File: src/rtl/pixel_blend_pipe_pkg.sv
`default_nettype none
// ============================================================================
// Module   : pixel_blend_pipe_pkg
// Brief    : Shared defaults and mode constants for the pixel blend pipeline.
// Revision : 1.0 - initial release
// ============================================================================
package pixel_blend_pipe_pkg;

  // Default parameter values
  localparam int c_def_pix_w      = 8;
  localparam int c_def_ch         = 3;
  localparam int c_def_w_w        = 8;
  localparam int c_def_frame_pix  = 270000;
  localparam int c_def_trunc_bits = 0;

  // Sum post-processing modes (value of sat_en)
  localparam logic c_mode_wrap = 1'b0;
  localparam logic c_mode_sat  = 1'b1;

  // Counter width able to hold 0..n-1; never narrower than one bit
  function automatic int cnt_width(input int n);
    return (n > 1) ? $clog2(n) : 1;
  endfunction

endpackage
`default_nettype wire

File: src/rtl/pixel_blend_pipe_blend_mult.sv
`default_nettype none
// ============================================================================
// Module   : blend_mult
// Brief    : Combinational pixel x weight multiplier; the TRUNC_BITS LSBs of
//            the pixel are forced to zero before the multiply.
// Revision : 1.0 - initial release
// ============================================================================
module blend_mult
  import pixel_blend_pipe_pkg::*;
#(
  parameter int PIX_W      = c_def_pix_w,
  parameter int W_W        = c_def_w_w,
  parameter int TRUNC_BITS = c_def_trunc_bits
) (
  input  logic [PIX_W-1:0]     pix,
  input  logic [W_W-1:0]       w,
  output logic [PIX_W+W_W-1:0] prod
);

  localparam int                c_prod_w = PIX_W + W_W;
  localparam logic [PIX_W-1:0]  c_keep   = {PIX_W{1'b1}} << TRUNC_BITS;

  logic [PIX_W-1:0] w_pix_m;

  // Drop the low pixel bits in approximate mode, then form the full product
  assign w_pix_m = pix & c_keep;
  assign prod    = c_prod_w'(w_pix_m) * c_prod_w'(w);

endmodule
`default_nettype wire

File: src/rtl/pixel_blend_pipe.sv
`default_nettype none
// ============================================================================
// Module   : pixel_blend_pipe
// Brief    : Two-stage weighted blend of two pixel streams with per-frame
//            weight latching, saturate/wrap selection and frame-end marking.
// Revision : 1.0 - initial release
// ============================================================================
module pixel_blend_pipe
  import pixel_blend_pipe_pkg::*;
#(
  parameter int PIX_W      = c_def_pix_w,
  parameter int CH         = c_def_ch,
  parameter int W_W        = c_def_w_w,
  parameter int FRAME_PIX  = c_def_frame_pix,
  parameter int TRUNC_BITS = c_def_trunc_bits
) (
  input  logic                clk,
  input  logic                rst,
  input  logic                in_valid,
  output logic                in_ready,
  input  logic [CH*PIX_W-1:0] in_a,
  input  logic [CH*PIX_W-1:0] in_b,
  input  logic [W_W-1:0]      wa,
  input  logic [W_W-1:0]      wb,
  input  logic                sat_en,
  output logic                out_valid,
  input  logic                out_ready,
  output logic [CH*PIX_W-1:0] out_pix,
  output logic                out_last
);

  localparam int                c_prod_w = PIX_W + W_W;
  localparam int                c_cnt_w  = cnt_width(FRAME_PIX);
  localparam logic [c_cnt_w-1:0] c_last  = c_cnt_w'(FRAME_PIX - 1);
  localparam logic [c_cnt_w-1:0] c_one   = c_cnt_w'(1);

  // Handshake
  logic w_stall;
  logic w_accept;
  logic w_xfer;

  // Frame bookkeeping
  logic [c_cnt_w-1:0] r_in_cnt;
  logic [c_cnt_w-1:0] r_out_cnt;
  logic               w_first;
  logic [W_W-1:0]     r_wa_l;
  logic [W_W-1:0]     r_wb_l;
  logic               r_sat_l;
  logic [W_W-1:0]     w_wa_cur;
  logic [W_W-1:0]     w_wb_cur;
  logic               w_sat_cur;

  // Stage 1: products
  logic [c_prod_w-1:0] w_prod_a [CH];
  logic [c_prod_w-1:0] w_prod_b [CH];
  logic [c_prod_w-1:0] r_prod_a [CH];
  logic [c_prod_w-1:0] r_prod_b [CH];
  logic                r_s1_valid;
  logic                r_s1_sat;

  // Stage 2: blended pixel
  logic [CH*PIX_W-1:0] w_blend;
  logic                r_out_valid;
  logic [CH*PIX_W-1:0] r_out_pix;

  // An occupied output that is not being taken freezes the whole pipe
  assign w_stall  = r_out_valid && !out_ready;
  assign in_ready = !w_stall;
  assign w_accept = in_valid && !w_stall;
  assign w_xfer   = r_out_valid && out_ready;

  // The first beat of a frame uses the live weights; later beats the latched ones
  assign w_first   = (r_in_cnt == '0);
  assign w_wa_cur  = w_first ? wa     : r_wa_l;
  assign w_wb_cur  = w_first ? wb     : r_wb_l;
  assign w_sat_cur = w_first ? sat_en : r_sat_l;

  generate
    for (genvar ch = 0; ch < CH; ch++) begin : g_ch
      logic [PIX_W:0] w_sum;

      blend_mult #(
        .PIX_W      (PIX_W),
        .W_W        (W_W),
        .TRUNC_BITS (TRUNC_BITS)
      ) u_mult_a (
        .pix  (in_a[ch*PIX_W +: PIX_W]),
        .w    (w_wa_cur),
        .prod (w_prod_a[ch])
      );

      blend_mult #(
        .PIX_W      (PIX_W),
        .W_W        (W_W),
        .TRUNC_BITS (TRUNC_BITS)
      ) u_mult_b (
        .pix  (in_b[ch*PIX_W +: PIX_W]),
        .w    (w_wb_cur),
        .prod (w_prod_b[ch])
      );

      // Each product is scaled down by 2^W_W on its own before the add
      assign w_sum = {1'b0, r_prod_a[ch][c_prod_w-1 -: PIX_W]}
                   + {1'b0, r_prod_b[ch][c_prod_w-1 -: PIX_W]};

      assign w_blend[ch*PIX_W +: PIX_W] =
        ((r_s1_sat == c_mode_sat) && w_sum[PIX_W]) ? {PIX_W{1'b1}}
                                                   : w_sum[PIX_W-1:0];
    end
  endgenerate

  // Input beat counter and per-frame weight/mode capture on the first accept
  always_ff @(posedge clk) begin
    if (rst) begin
      r_in_cnt <= '0;
      r_wa_l   <= '0;
      r_wb_l   <= '0;
      r_sat_l  <= c_mode_wrap;
    end else if (w_accept) begin
      r_in_cnt <= (r_in_cnt == c_last) ? '0 : r_in_cnt + c_one;
      if (w_first) begin
        r_wa_l  <= wa;
        r_wb_l  <= wb;
        r_sat_l <= sat_en;
      end
    end
  end

  // Stage 1: register the products together with the beat's own mode bit
  always_ff @(posedge clk) begin
    if (rst) begin
      r_s1_valid <= 1'b0;
      r_s1_sat   <= c_mode_wrap;
      for (int i = 0; i < CH; i++) begin
        r_prod_a[i] <= '0;
        r_prod_b[i] <= '0;
      end
    end else if (!w_stall) begin
      r_s1_valid <= w_accept;
      if (w_accept) begin
        r_s1_sat <= w_sat_cur;
        for (int i = 0; i < CH; i++) begin
          r_prod_a[i] <= w_prod_a[i];
          r_prod_b[i] <= w_prod_b[i];
        end
      end
    end
  end

  // Stage 2: register the summed / saturated pixel
  always_ff @(posedge clk) begin
    if (rst) begin
      r_out_valid <= 1'b0;
      r_out_pix   <= '0;
    end else if (!w_stall) begin
      r_out_valid <= r_s1_valid;
      if (r_s1_valid) begin
        r_out_pix <= w_blend;
      end
    end
  end

  // Output beat counter advances on each completed transfer
  always_ff @(posedge clk) begin
    if (rst) begin
      r_out_cnt <= '0;
    end else if (w_xfer) begin
      r_out_cnt <= (r_out_cnt == c_last) ? '0 : r_out_cnt + c_one;
    end
  end

  assign out_valid = r_out_valid;
  assign out_pix   = r_out_pix;
  assign out_last  = r_out_valid && (r_out_cnt == c_last);

endmodule
`default_nettype wire

File: config.mk
export PLATFORM = sky130hd
export DESIGN_NAME = pixel_blend_pipe
export DESIGN_NICKNAME = d
export VERILOG_FILES = /design/src/rtl/pixel_blend_pipe_pkg.sv /design/src/rtl/pixel_blend_pipe_blend_mult.sv /design/src/rtl/pixel_blend_pipe.sv
export SDC_FILE = /design/constraint.sdc
export NUM_CORES = 1
export LEC_CHECK = 0
export CAP_MARGIN = 40
export CORE_MARGIN = 4
export CORE_UTILIZATION = 35
export CTS_BUF_LIST = sky130_fd_sc_hd__clkbuf_16
export CTS_CLUSTER_DIAMETER = 60
export CTS_CLUSTER_SIZE = 16
export DETAILED_ROUTE_END_ITERATION = 8
export PLACE_DENSITY_LB_ADDON = 0.12
export SLEW_MARGIN = 30
export SYNTH_ARGS = -nofsm -noshare
export SYNTH_HDL_FRONTEND = slang
export SYNTH_SLANG_ARGS = --single-unit
export TNS_END_PERCENT = 10
File: constraint.sdc
create_clock -name clk -period 6.1 [get_ports clk]
set_clock_uncertainty 0.15 [all_clocks]
set_input_delay 0.61 -clock clk [delete_from_list [all_inputs] [get_ports clk]]
set_output_delay 0.61 -clock clk [all_outputs]
set_load 0.02 [all_outputs]
==> results of run 1 <==
==> cell usage after synthesis, drive strengths merged, types with 25 or more instances <==
cell / n
inv: 266
nor2: 123
ha: 225
xor2: 43
nand3: 25
nor3: 32
nand2: 109
nor2b: 192
fa: 213
clkbuf: 51
a21oi: 51
dfxtp: 81
xnor2: 33
edfxtp: 48
o21ai: 42
and2: 117
==> power breakdown <==
part	total, mW	switching (mW)	internal (mW)	leakage [nW]
combinational	4.74	2.52	2.22	8.45
clock	1.01	0.424	0.589	0.289
sequential	1.15	0.0762	1.07	1.19
==> how the worst min path moves through the flow <==
stage,startpoint,to,slack (ps),depth (start not counted)
2_1_floorplan,r_wb_l[4],r_wb_l[4],280,2
3_3_place_gp,r_wb_l[4],r_wb_l[4],310,2
3_5_place_dp,r_s1_valid,out_valid,320,2
4_1_cts,r_s1_valid,out_valid,330,2
5_1_grt,r_wb_l[0],r_wb_l[0],340,2
6_report,r_s1_valid,out_valid,330,2
==> metal layers <==
layer / global-route usage / up-vias / part of all wire
met5: 0 / - / 0
met2: 0.292 / 122 / 0.50
li1: - / 6560 / -
met3: 0.0216 / 21 / 0.023
met4: 0.0244 / 0 / 0.0074
met1: 0.221 / 6691 / 0.47
==> critical path: cells and delay by family (launching register included) <==
family / cells / cell delay (ps)
AO/OA/AOI/OAI: 3 / 520
multiplexers: 1 / 260
AND/OR/NAND/NOR: 7 / 1660
buffers and inverters: 6 / 740
adder cells (fa/ha/maj): 5 / 2210
flip-flops: 1 / 320
==> cell type report <==
type                            instances  area (µm²)
Fill cell                            4849       27400
Multi-Input combinational cell       1428       13600
Sequential cell                       129        3070
Timing Repair Buffer                  255        2380
Inverter                              266        1000
Tap cell                              664         831
Clock buffer                           18         450
Clock inverter                         14         120
==> through the flow <==
| stage | cells | utilization | instance area, µm² |
|---|---|---|---|
| floorplan | 1875 | - | 17400 |
| global placement | 2706 | 0.407 | 19900 |
| detailed placement | 2706 | 0.407 | 19900 |
| CTS | 2742 | 0.422 | 20600 |
| global route | 2774 | 0.440 | 21500 |
| finish | 2774 | 0.440 | 21500 |
==> cell families (layout without fill, tap and decap cells) <==
| family | count (synthesis) | after routing | synth area share |
|---|---|---|---|
| flip-flops | 129 | 129 | 0.177 |
| buffers and inverters | 320 | 553 | 0.0703 |
| adder cells (fa/ha/maj) | 438 | 438 | 0.410 |
| AO/OA/AOI/OAI | 197 | 197 | 0.0756 |
| AND/OR/NAND/NOR | 699 | 699 | 0.218 |
| multiplexers | 16 | 18 | 0.00978 |
| XOR/XNOR | 76 | 76 | 0.0386 |
==> sequential cells by signal, indices dropped and copies added, names as in the netlist, named ones only <==
| name | count |
|---|---|
| r_wa_l | 8 |
| r_in_cnt | 19 |
| r_out_cnt | 19 |
| out_pix | 24 |
| r_prod_b | 24 |
| out_valid | 1 |
| r_s1_valid | 1 |
| r_wb_l | 8 |
| r_prod_a | 24 |
==> repair_timing <==
item,4_1_cts,5_1_grt
endpoints found under the setup margin,35,42
setup buffers,4,27
resized for setup,19,130
cloned,0,6
pin swaps,8,73
==> results.tsv, run 1 <==
stage	metric	value	unit
floorplanning	I/O pin cnt	96	
setup_path	Worst EP arrival	6150	ps
logic_synthesis	synth top area cells	fa_1, ha_1, dfxtp_1	
clock_tree	Worst-path clk slew	60	ps
sta	Max Freq	166	MHz
logic_synthesis	Synth Area per Inst	9.21	µm²
placement	hpwl dp	34800	µm
logic_synthesis	yosys warns	0	
sta	Tightest Pin Transition	851	ps
setup_path	Worst R2R Setup Slack	80	ps
logic_synthesis	Yosys top cell by area	fa_1	
sta	PnR worst setup slack	77.8	ps
placement	GP Congestion	0.830	
floorplanning	Die Wd	230	µm
sta	Hold Slack	327	ps
worst_hold_path	min-delay worst type	reg2reg	
sta	Fin Setup TNS	0	ps
clock_tree	CTS Buf Count	17	
sta	Slew HR	0.429	
setup_path	Worst setup EP type	flop	
drt	DRT iter0 DRCs	496	
floorplanning	die area	52900	µm²
layout	layout cells sized above 1	0.147	
drt	Post-DRT Antenna Nets	0	
flow_run	Max Cap Violations	0	
floorplanning	Initial Util	0.353	
setup_path	RR Startpoint	r_in_cnt[15]	
layout	antenna diode count	0	
grt	grt total ovfl	0	
power	LEAKAGE	9.93	nW
floorplanning	Placeable Area	48800	µm²
clock_tree	CTS H-tree depth	4	
logic_synthesis	share of the synthesized area in the top cell type	0.247	
setup_path	WP data required	6230	ps
setup_path	Critical Path, Cell by Cell	or4_4 -> or2_4 -> nor2_8 -> buf_12 -> mux2i_4 -> buf_6 -> buf_12 -> buf_4 -> nand2b_1 -> fa_1 -> fa_1 -> inv_1 -> fa_1 -> fa_1 -> ha_1 -> and3_4 -> o21ai_4 -> a211oi_4 -> buf_6 -> nor3_4 -> or3_1 -> a21oi_2	
floorplanning	Site Rows	81	
clock_tree	hold buffer count at cts	0	
setup_path	Setup crit start	r_in_cnt[15]	
placement	IO buf count	95	
setup_path	Crit-path slowest cell	fa_1	
power	PD cells	321	nW/µm²
grt	largest net degree at the start of global routing	49	
drt	Pre-antenna DRT Iters	5	
placement	pre-CTS WS	-225	ps
sta	setup repair after global routing missed its margin	true	
drt	via count	13400	
sta	final setup vio count	0	
grt	vias in the first global route	14000	
grt	first-pass GRT wire length	71200	µm
drt	vias per std cell	4.83	
layout	commonest cells after routing, fill and taps aside	inv_1, ha_1, fa_1, nor2b_1, buf_4	
logic_synthesis	EDFF count, synth	48	
status	status	finished, final reports clean	
sta	final worst-path cycle share	0.987	
setup_path	slowest stage delay, CP	540	ps
layout	commonest non-fill, non-tap cell in the layout	inv_1	
logic_synthesis	Synth Flop Type	dfxtp_1	
layout	Final #Nets	2604	
setup_path	most numerous cell on the critical path	fa_1	
drt	DRT Wirelength	44000	µm
logic_synthesis	synthesized area	17300	µm²
power	Tot Pwr	6.89	mW
layout	area grow syn2layout	24.5	%
logic_synthesis	Yosys reg bits	129	
logic_synthesis	Syn Inst Count	1875	
clock_tree	TritonCTS clock tree	yes	
drt	drt drc	0	
clock_tree	Sink Count	129	
clock_tree	clk_lat worst skew	430	ps
setup_path	crit path max fanout	6	
sta	Hold Violations, Final	0	
setup_path	Worst setup SP type	flop	
logic_synthesis	Async SR Flop Fraction	0	
drt	drt wl/cell	15.8	µm
grt	GRT Util Overall	0.165	
power	Worst VDD drop	0.228	mV
clock_tree	CTS root buf	clkbuf_16	
setup_path	CP endpoint	r_prod_a[0][15]	
setup_path	capture point of the worst reg-to-reg path	r_prod_a[0][15]	
floorplanning	die height	230	µm
sta	Slew Limit Fails	0	
logic_synthesis	sequential area share after synthesis	0.177	
setup_path	worst setup path category	reg2reg	
clock_tree	clk buf depth	2	
logic_synthesis	Synth Net Count	2382	
setup_path	R2R cell count	22	
grt	initial antenna violation count	0	
logic_synthesis	count of cell types in the netlist	55	
sta	min cycle time layout	6020	ps
(Power assumes the default switching activity.)
==> run 2, diff against run 1 <==
--- a/config.mk
+++ b/config.mk
@@ -12,6 +12,7 @@
 export CTS_CLUSTER_DIAMETER = 60
 export CTS_CLUSTER_SIZE = 16
 export DETAILED_ROUTE_END_ITERATION = 8
+export GPL_ROUTABILITY_DRIVEN = 0
 export PLACE_DENSITY_LB_ADDON = 0.12
 export SLEW_MARGIN = 30
 export SYNTH_ARGS = -nofsm -noshare
==> results of run 2 <==
Final layout, timing and power as in run 1 (identical DEF).
==> run 3, diff against run 2 <==
--- a/config.mk
+++ b/config.mk
@@ -5,6 +5,7 @@
 export SDC_FILE = /design/constraint.sdc
 export NUM_CORES = 1
 export LEC_CHECK = 0
+export ABC_CLOCK_PERIOD_IN_PS = 6100
 export CAP_MARGIN = 40
 export CORE_MARGIN = 4
 export CORE_UTILIZATION = 35
==> results of run 3 <==
Final layout, timing and power as in run 1 (identical DEF).
